**src/rtl/bufmrce_ce_sequencer_if.sv**
```systemverilog
// Command/status bundle between a controller and the BUFMRCE CE sequencer.
interface bufmrce_ce_sequencer_if;
    logic        req_valid;
    logic        req_ready;
    logic [1:0]  cmd;
    logic [15:0] cmd_len;
    logic        abort;
    logic        ce;
    logic        busy;
    logic        done;
    logic        err;
    logic [15:0] ce_cycles;

    modport master (
        output req_valid, cmd, cmd_len, abort,
        input  req_ready, ce, busy, done, err, ce_cycles
    );

    modport slave (
        input  req_valid, cmd, cmd_len, abort,
        output req_ready, ce, busy, done, err, ce_cycles
    );
endinterface

```
**src/rtl/bufmrce_ce_sequencer.sv**
```systemverilog
// Drives a BUFMRCE CE pin (SYNC type) from run/stop/burst commands, holding off
// completion for a settle window after every CE edge.
//
// state        | meaning
// S_OFF        | CE=0, idle, accepting commands
// S_ON_SETTLE  | CE just rose, waiting SETTLE_CYCLES before DONE
// S_ON         | CE=1, idle, accepting commands
// S_BURST      | CE=1 for a counted number of cycles, ABORT honoured
// S_OFF_SETTLE | CE just fell, waiting SETTLE_CYCLES before DONE
module bufmrce_ce_sequencer #(
    parameter int unsigned SETTLE_CYCLES = 8,
    parameter bit          INIT_EN       = 1'b0
) (
    input logic                    clk,
    input logic                    rst,
    bufmrce_ce_sequencer_if.slave  bus
);

    typedef enum logic [2:0] {
        S_OFF,
        S_ON_SETTLE,
        S_ON,
        S_BURST,
        S_OFF_SETTLE
    } state_t;

    localparam logic [1:0]  CMD_STOP  = 2'b00;
    localparam logic [1:0]  CMD_RUN   = 2'b01;
    localparam logic [1:0]  CMD_BURST = 2'b10;
    localparam logic [15:0] SETTLE_LD = 16'(SETTLE_CYCLES);
    localparam state_t      RST_STATE = INIT_EN ? S_ON : S_OFF;

    state_t      state, state_nx;
    logic [15:0] cnt, cnt_nx;
    logic        ce_q, ce_nx;
    logic        done_q, done_nx;
    logic        err_q, err_nx;
    logic [15:0] ce_cycles_q;
    logic        ready;
    logic        accept;

    assign ready  = (state == S_OFF) || (state == S_ON);
    assign accept = bus.req_valid && ready;

    always_ff @(posedge clk) begin
        if (rst) begin
            state       <= RST_STATE;
            cnt         <= '0;
            ce_q        <= INIT_EN;
            done_q      <= 1'b0;
            err_q       <= 1'b0;
            ce_cycles_q <= '0;
        end else begin
            state  <= state_nx;
            cnt    <= cnt_nx;
            ce_q   <= ce_nx;
            done_q <= done_nx;
            err_q  <= err_nx;
            if (ce_q)
                ce_cycles_q <= ce_cycles_q + 16'd1;
        end
    end

    always_comb begin
        state_nx = state;
        cnt_nx   = cnt;
        ce_nx    = ce_q;
        done_nx  = 1'b0;
        err_nx   = 1'b0;

        case (state)
            S_OFF: begin
                if (accept) begin
                    case (bus.cmd)
                        CMD_RUN: begin
                            ce_nx    = 1'b1;
                            state_nx = S_ON_SETTLE;
                            cnt_nx   = SETTLE_LD;
                        end
                        CMD_BURST: begin
                            if (bus.cmd_len != 16'd0) begin
                                ce_nx    = 1'b1;
                                state_nx = S_BURST;
                                cnt_nx   = bus.cmd_len;
                            end else begin
                                done_nx = 1'b1;
                            end
                        end
                        CMD_STOP: done_nx = 1'b1;
                        default:  err_nx  = 1'b1;
                    endcase
                end
            end

            S_ON: begin
                if (accept) begin
                    case (bus.cmd)
                        CMD_STOP: begin
                            ce_nx    = 1'b0;
                            state_nx = S_OFF_SETTLE;
                            cnt_nx   = SETTLE_LD;
                        end
                        CMD_RUN: done_nx = 1'b1;
                        default: err_nx  = 1'b1;
                    endcase
                end
            end

            S_ON_SETTLE: begin
                cnt_nx = cnt - 16'd1;
                if (cnt <= 16'd1) begin
                    state_nx = S_ON;
                    done_nx  = 1'b1;
                end
            end

            // ABORT on the final edge lands in the same place as normal expiry.
            S_BURST: begin
                cnt_nx = cnt - 16'd1;
                if (bus.abort || cnt <= 16'd1) begin
                    ce_nx    = 1'b0;
                    state_nx = S_OFF_SETTLE;
                    cnt_nx   = SETTLE_LD;
                end
            end

            S_OFF_SETTLE: begin
                cnt_nx = cnt - 16'd1;
                if (cnt <= 16'd1) begin
                    state_nx = S_OFF;
                    done_nx  = 1'b1;
                end
            end

            default: begin
                state_nx = S_OFF;
                ce_nx    = 1'b0;
                cnt_nx   = '0;
            end
        endcase
    end

    assign bus.req_ready = ready;
    assign bus.ce        = ce_q;
    assign bus.busy      = (state == S_ON_SETTLE) || (state == S_BURST) || (state == S_OFF_SETTLE);
    assign bus.done      = done_q;
    assign bus.err       = err_q;
    assign bus.ce_cycles = ce_cycles_q;

endmodule
```
**src/flat_wrapper.sv**
```systemverilog
// flat-port wrapper written by rule: the top's interface ports become plain ports
module bufmrce_ce_sequencer_flat 
#(
    parameter int unsigned SETTLE_CYCLES = 8,
    parameter bit          INIT_EN       = 1'b0
)
  (clk, rst, bus_req_valid, bus_cmd, bus_cmd_len, bus_abort, bus_req_ready, bus_ce, bus_busy, bus_done, bus_err, bus_ce_cycles);
  bufmrce_ce_sequencer_if bus_i ();
  input logic clk;
  input logic rst;
  input wire logic [$bits(bus_i.req_valid)-1:0] bus_req_valid;
  input wire logic [$bits(bus_i.cmd)-1:0] bus_cmd;
  input wire logic [$bits(bus_i.cmd_len)-1:0] bus_cmd_len;
  input wire logic [$bits(bus_i.abort)-1:0] bus_abort;
  output wire logic [$bits(bus_i.req_ready)-1:0] bus_req_ready;
  output wire logic [$bits(bus_i.ce)-1:0] bus_ce;
  output wire logic [$bits(bus_i.busy)-1:0] bus_busy;
  output wire logic [$bits(bus_i.done)-1:0] bus_done;
  output wire logic [$bits(bus_i.err)-1:0] bus_err;
  output wire logic [$bits(bus_i.ce_cycles)-1:0] bus_ce_cycles;
  assign bus_i.req_valid = bus_req_valid;
  assign bus_i.cmd = bus_cmd;
  assign bus_i.cmd_len = bus_cmd_len;
  assign bus_i.abort = bus_abort;
  assign bus_req_ready = bus_i.req_ready;
  assign bus_ce = bus_i.ce;
  assign bus_busy = bus_i.busy;
  assign bus_done = bus_i.done;
  assign bus_err = bus_i.err;
  assign bus_ce_cycles = bus_i.ce_cycles;
  bufmrce_ce_sequencer #(.SETTLE_CYCLES(SETTLE_CYCLES), .INIT_EN(INIT_EN)) u_core (.clk(clk), .rst(rst), .bus(bus_i));
endmodule
```
**config.mk**
```make
export PLATFORM = sky130hd
export DESIGN_NAME = bufmrce_ce_sequencer_flat
export DESIGN_NICKNAME = d
export VERILOG_FILES = /design/src/rtl/bufmrce_ce_sequencer_if.sv /design/src/rtl/bufmrce_ce_sequencer.sv /design/src/flat_wrapper.sv
export SDC_FILE = /design/constraint.sdc
export NUM_CORES = 1
export LEC_CHECK = 0
export CAP_MARGIN = 20
export CORE_MARGIN = 8
export CORE_UTILIZATION = 47
export CTS_BUF_LIST = sky130_fd_sc_hd__clkbuf_16
export CTS_CLUSTER_DIAMETER = 200
export DETAILED_ROUTE_END_ITERATION = 12
export GPL_TIMING_DRIVEN = 1
export HOLD_SLACK_MARGIN = 0.15
export PLACE_DENSITY = 0.82
export SLEW_MARGIN = 10
export SYNTH_ARGS = -nofsm -noshare
export SYNTH_HDL_FRONTEND = slang
export SYNTH_SLANG_ARGS = --single-unit
```
**constraint.sdc**
```tcl
create_clock -name clk -period 1.85 [get_ports clk]
set_input_delay 0.37 -clock clk [delete_from_list [all_inputs] [get_ports clk]]
set_output_delay 0.37 -clock clk [all_outputs]
set_load 0.02 [all_outputs]
```
==> impl_metrics.yaml, run 1 <==
timing:
  hold_violations: 0
  fin_crit_sh_pct: 109
  max_slew.worst_pin.slew_ns: 0.378
  fin_ws_ns: -0.172
  fmax_mhz: 495
  rsz0062_at_grt: "true"
  worst_clock_skew_ns: 0.00636
  max-slew-margin-rel_pct: 74.6
  fin_crit_ns: 2.02
  setup_viol: 19
  drv_slew: 0
detailed_routing:
  vias: 2808
  firstDrtPassIters: 5
  drc: 0
  wl_um: 9030
  avgViaCountPerCell: 6.46
  drtIter0Drc: 340
  wire_per_inst_um: 20.8
  detail-route-antenna-nets: 0
yosys:
  synth_seq_cells: 38
  ys_seq_area_share_pct: 33.4
  yosys_warnings: 0
  synthTopCellsByArea: "dfxtp_1 (33%), xor2_1 (5.0%), nand2_1 (4.1%)"
  synth_edf_count: 0
  synth_cell_type_count: 52
  synth_nets: 297
  ys_async_sr_fraction_pct: 0
  netlist_area_sq_um: 2280
  postSynthAreaPerCell_sq_um: 8.50
  syn_inst: 268
  ys_top_cells_by_count: "dfxtp_1 (38), nand2_1 (25), nor2_1 (22)"
  yosysMostFrequentCell: "dfxtp_1"
  post-synth-top-area-fraction_pct: 33.4
  synth_top_area_cell: "dfxtp_1"
  synth_flop_cell: "dfxtp_1"
layout:
  nets: 409
  n_antenna_cell: 0
  final_area_sq_um: 3750
  utilization_pct: 80.0
  fillCellCount: 279
  syn_to_final_growth_pct: 64.7
  drive_gt1_share_pct: 34.1
floorplan:
  die_w_um: 85.6
  ios: 43
  rows: 25
  die_height_um: 85.6
  start_util_pct: 48.6
  die_area_sq_um: 7330
  core_sq_um: 4690
placement:
  dp_hpwl_um: 5200
  post-place-ws_ns: -0.731
  place_area_sq_um: 3240
  portBuffers: 42
  gp_congestion: 0.900
critical_path:
  worstSetupPathType: "flip-flop to flip-flop"
  end_kind: "flip-flop"
  worstPathRequired_ns: 2.02
  r2r_setup_slack_ns: -0.17
  cp.arrival_ns: 2.19
  reg2regPathDepth: 7
  worstReg2RegStart: "u_core.cnt[11]"
  start_kind: "flip-flop"
  r2r-end: "u_core.cnt[1]"
  path_max_fanout: 5
job:
  cap_viol_max_count: 0
outcome:
  status: "complete, but fails checks"
  violations: "negative setup slack"
clock_network:
  cts-root-buf: "clkbuf_16"
  cts_max_path_buffers: 2
  clock_latency_ns: 0.29
  cts_tree: "done"
  clk_pin_slew_ns: 0.06
  cts_buffers: 5
  cts.sinks: 38
  ctsHoldBuffers: 0
  ctsHtreeMaxLevel: 2
min_path:
  worstHoldStart: "bus_cmd_len[6]"
  whs_path_depth: 4
  whs_endpoint: "u_core.cnt[6]"
  min_path_type: "input pin to flip-flop"
global_route:
  track_usage_pct: 24.5
  grt_start_max_net_pins: 20
  grt_pass1_wl_um: 14200
  grt.overflow.total: 0
  first_global_vias: 2887
  antenna_found_initial: 0
pwr:
  finalPower_mw: 6.34
  peakVddDrop_mv: 1.03
  p_per_area_nw_per_um2: 1690
  p_leak_nw: 1.55
[worst max-delay path, cell delays in order (launching register included)]
cell and delay [ns]:
dfxtp_2 0.34, nor4_4 0.40, o211ai_2 0.21, or4_4 0.50, buf_6 0.16, nand3_4 0.11, buf_6 0.13, o21ai_1 0.05
[what timing repair did]
action	4_1_cts	5_1_grt
setup endpoints to repair	22	21
buffers inserted	8	2
resized for setup	62	16
pin swaps	23	8
cloned	2	0
[sequential cells by signal, summed over array words and instances, names as in the netlist]
name	count
u_core.bus.done	1
u_core.cnt	16
u_core.bus.err	1
u_core.bus.ce_cycles	16
u_core.bus.ce	1
u_core.state	3
[where the power goes]
| part | internal, mW | switching, mW | leakage, nW |
|---|---|---|---|
| registers | 0.974 | 0.194 | 0.309 |
| clock network | 0.775 | 0.358 | 0.0940 |
| logic | 1.83 | 2.21 | 1.14 |
| total | 3.58 | 2.76 | 1.55 |
[metrics by stage]
step	TNS, ns	hold WS (ns)	std cells
3_3_place_gp	-10.79	0.495	415
2_1_floorplan	-0.00388	0.447	268
4_1_cts	-1.31	0.494	433
6_report	-2.43	0.475	435
3_5_place_dp	-12.00	0.517	415
5_1_grt	-2.82	0.536	435
[area by class of cell]
type,instances,area [sq um],area share (%)
inverters,10,37.5,1.00
flip-flops and latches,38,764,20.4
repair buffers,116,1010,27.0
clock inverters,3,68.8,1.83
clock buffers,5,125,3.33
multi-input cells,209,1680,44.6
well taps,54,67.6,1.80
[cells by family after synthesis]
logic type,share of synthesized area (%)
compound gates,21.0
xor+xnor,7.30
fa+ha+maj,3.84
buf+inv,4.17
flops,33.4
mux,0.879
simple gates,29.4
[worst max path at each step]
stage                    start  depth (start not counted)        endpoint  slack, ns
2_1_floorplan  u_core.state[2]                          7  u_core.cnt[11]     -0.004
3_3_place_gp        bus_cmd[1]                          8   u_core.cnt[5]      -0.59
3_5_place_dp        bus_cmd[1]                          8   u_core.cnt[5]      -0.73
4_1_cts         u_core.cnt[11]                          5  u_core.cnt[12]      -0.12
5_1_grt         u_core.cnt[11]                          5   u_core.cnt[9]      -0.19
6_report        u_core.cnt[11]                          7   u_core.cnt[1]      -0.17
[metal layers]
metal	wire length (um)	track usage, %	up-vias
li1	-	-	1235
met1	3400	25.9	1332
met2	4370	41.0	184
met3	664	6.02	57
met4	598	18.9	0
met5	0	0	-
[placed cells by master (no fill, tap or decap), types with 3 or more instances in the layout]
cell type,Yosys,layout
a22oi_1,12,10
and4_1,4,3
xnor2_1,6,6
o311ai_1,1,4
o31a_1,3,3
nand2_1,25,24
dlygate4sd2_1,0,15
buf_6,0,11
buf_4,2,61
nor4_2,1,4
nor2b_1,4,3
clkbuf_16,0,5
nor4_4,2,5
o21ai_0,13,6
nor2_1,22,21
dfxtp_2,0,3
a21oi_1,7,5
nand4_1,8,8
ha_1,7,6
o21ai_1,0,4
clkdlybuf4s50_1,0,25
o21ai_2,0,3
nand3_1,11,10
nor3_1,10,9
o311ai_2,0,3
and3_1,8,7
inv_1,10,8
xor2_1,13,13
dfxtp_1,38,35
Note: power is estimated with default switching activity, not from simulation.
==> run 2, diff against run 1 <==
CAP_MARGIN = 10   (was 20)
==> results of run 2 <==
Same layout as run 1: the final DEF is identical, and so are final timing and power.
==> variant, RTL diff (config.mk and constraints of run 2) <==
Encoding of `state_t`: now one-hot (5 bits for 5 states).
--- a/src/rtl/bufmrce_ce_sequencer.sv
+++ b/src/rtl/bufmrce_ce_sequencer.sv
@@ -16,12 +16,12 @@
     bufmrce_ce_sequencer_if.slave  bus
 );
 
-    typedef enum logic [2:0] {
-        S_OFF,
-        S_ON_SETTLE,
-        S_ON,
-        S_BURST,
-        S_OFF_SETTLE
+    typedef enum logic [4:0] {
+        S_OFF        = 5'b00001,
+        S_ON_SETTLE  = 5'b00010,
+        S_ON         = 5'b00100,
+        S_BURST      = 5'b01000,
+        S_OFF_SETTLE = 5'b10000
     } state_t;
 
     localparam logic [1:0]  CMD_STOP  = 2'b00;
Formal check against the unedited RTL: no difference found for any inputs over 10 cycles, from zero or initial values and one cycle with rst high; not proved beyond that.
==> variant against run 2 <==
- the run still ends with negative setup slack left
- cell area rose by 14%
- area after synthesis rose by 5.4%
- total power is 1.9% lower
- highest routed layer unchanged
- count of clock-buffer cells in the layout unchanged
- sequential power down 8%
- clock skew about the same
- setup slack lost 290 ps
- critical endpoint is now u_core.cnt[5]$_SDFFE_PP0P_
- synthesized cell count is 12% higher
- first-iteration DRC count decreased by 15%
- sequential cell count rose by 2
- wire length grew 32%
==> variant: results (changes against run 2) <==
maximum ir drop on the vdd rail: 942 uV (-8.3%)
drt first-iter violations: 289 (-15%)
global-route total usage across every layer: 0.273 (+0.0282)
maximum number of pins on one net before global-route repair: 14 (-30%)
Hold/Removal Path Class: register to register
arrival time at the worst endpoint: 2460 ps (+270 ps)
cell at the root of the clock tree: sky130_fd_sc_hd__clkbuf_16
total number of nets in the final design: 468 (+14%)
Clock transition at path regs: 70 ps
clock insertion delay at the later pin of the skew report: 290 ps (about the same)
transition at the pin with the smallest max-transition slack: 363 ps (-15.5 ps)
wire length of the first global-routing pass: 16200 um (+14%)
placed wire-length estimate after detailed placement: 6020 um (+16%)
DR WL/cell: 23.3 um (+12%)
part of the Yosys area used for sequential elements: 0.334 (-0.000375)
clock buffer count from CTS: 5 (unchanged)
ranking of synthesized cells by area: sky130_fd_sc_hd__dfxtp_1 (33%), sky130_fd_sc_hd__xor2_1 (6.2%), sky130_fd_sc_hd__nand2_1 (5.5%)
antenna violations before repair: 0 (unchanged)
Synth cell types: 51 (-1.9%)
vias in the first global route: 3252 (+13%)
failing checks: negative setup slack
antenna fix cells: 0 (unchanged)
maximum clock insertion buffer count: 2 (unchanged)
number of buffers added on ports: 42 (unchanged)
fill cell instance count of the final layout: 232 (-17%)
YS warnings: 0 (unchanged)
maximum fanout count along the critical path: 3 (-2)
depth of the CTS H-tree: 2 (unchanged)
slack of the critical path: -465 ps (-293 ps)
dpl ws: -886 ps (-155 ps)
final weighted congestion of routability-driven global placement: 0.925 (+2.8%)
Pre-antenna DRT Iters: 7 (+2)
status: finished, violations left
final total negative setup slack: -5950 ps (-3520 ps)
number of vias per cell: 6.42 (-0.58%)
LEAKAGE: 1.82 nW (+18%)
switching power: 0.00268 W (-2.9%)
final number of setup-violating endpoints: 23 (+4)
top post-synthesis cells by count: sky130_fd_sc_hd__dfxtp_1 (40), sky130_fd_sc_hd__nand2_1 (35), sky130_fd_sc_hd__nor2_1 (31)
share of synthesized registers carrying an async set or reset: 0 (unchanged)
Max Clock Skew: 6.84 ps (+0.478 ps)
ratio of cells with drive above 1 in the final layout: 0.434 (+0.0929)
Synth Net Count: 329 (+11%)
-- variant: logic make-up after synthesis --
family	count (synthesis)	share of synthesized area
buf+inv	26	0.0448
fa+ha+maj	7	0.0365
xor+xnor	25	0.0912
mux	5	0.0250
compound gates	71	0.211
simple gates	126	0.258
flops	40	0.334
-- variant: per-stage QoR --
step / cells / instance area, sq um
finish: 510 / 4280
global route: 510 / 4280
CTS: 505 / 4010
detailed placement: 487 / 3550
global placement: 487 / 3550
floorplan: 300 / 2450
-- variant: what timing repair did --
item / 4_1_cts / 5_1_grt
setup endpoints to repair: 25 / 26
endpoints found under the hold margin: 0 / 0
setup buffers: 12 / 6
pin swaps: 19 / 27
gates cloned: 0 / 1
resized for setup: 88 / 50
-- variant: critical path: stages, from the launching register on --
cell and delay (ps):
sky130_fd_sc_hd__dfxtp_2 330, sky130_fd_sc_hd__or3_4 400, sky130_fd_sc_hd__or3_4 410, sky130_fd_sc_hd__o31ai_4 220, sky130_fd_sc_hd__buf_6 150, sky130_fd_sc_hd__buf_8 140, sky130_fd_sc_hd__buf_6 110, sky130_fd_sc_hd__a21oi_2 70
sky130_fd_sc_hd__a31oi_1 200, sky130_fd_sc_hd__o22ai_1 150
-- variant: area by class of cell --
class / instances / share of cell area
well taps: 70 / 0.0204
clock buffers: 5 / 0.0292
clock inverters: 3 / 0.00993
flip-flops and latches: 40 / 0.189
inverters: 12 / 0.0105
repair buffers: 145 / 0.293
multi-input cells: 235 / 0.448
-- variant: power by group through the flow --
| stage | registers, W | clock network, W | logic (W) |
|---|---|---|---|
| final | 0.00108 | 0.00101 | 0.00413 |
| after global routing | 0.00109 | 0.00105 | 0.00429 |
| after CTS | 0.00105 | 0.000984 | 0.00329 |
| after detailed placement | 0.00106 | 0 | 0.00277 |
| after global placement | 0.00105 | 0 | 0.00269 |
| after floorplan | 0.00109 | 0 | 0.00144 |
-- variant: worst paths after layout --
path / depth (start not counted) / slack [ps] / end / start
max: 9 / -470 / u_core.cnt[5]$_SDFFE_PP0P_ / u_core.cnt[6]$_SDFFE_PP0P_
min: 2 / 490 / u_core.bus.ce_cycles[15]$_SDFFE_PP0P_ / u_core.bus.ce_cycles[15]$_SDFFE_PP0P_
max reg2reg: 9 / -470 / u_core.cnt[5]$_SDFFE_PP0P_ / u_core.cnt[6]$_SDFFE_PP0P_
min reg2reg: 2 / 490 / u_core.bus.ce_cycles[15]$_SDFFE_PP0P_ / u_core.bus.ce_cycles[15]$_SDFFE_PP0P_
-- variant: per-layer routing --
| metal | track usage | wire length, um | vias to the layer above |
|---|---|---|---|
| li1 | - | - | 1357 |
| met5 | 0 | 0 | - |
| met1 | 0.272 | 4130 | 1546 |
| met4 | 0.158 | 768 | 0 |
| met2 | 0.495 | 5910 | 277 |
| met3 | 0.0745 | 1080 | 93 |
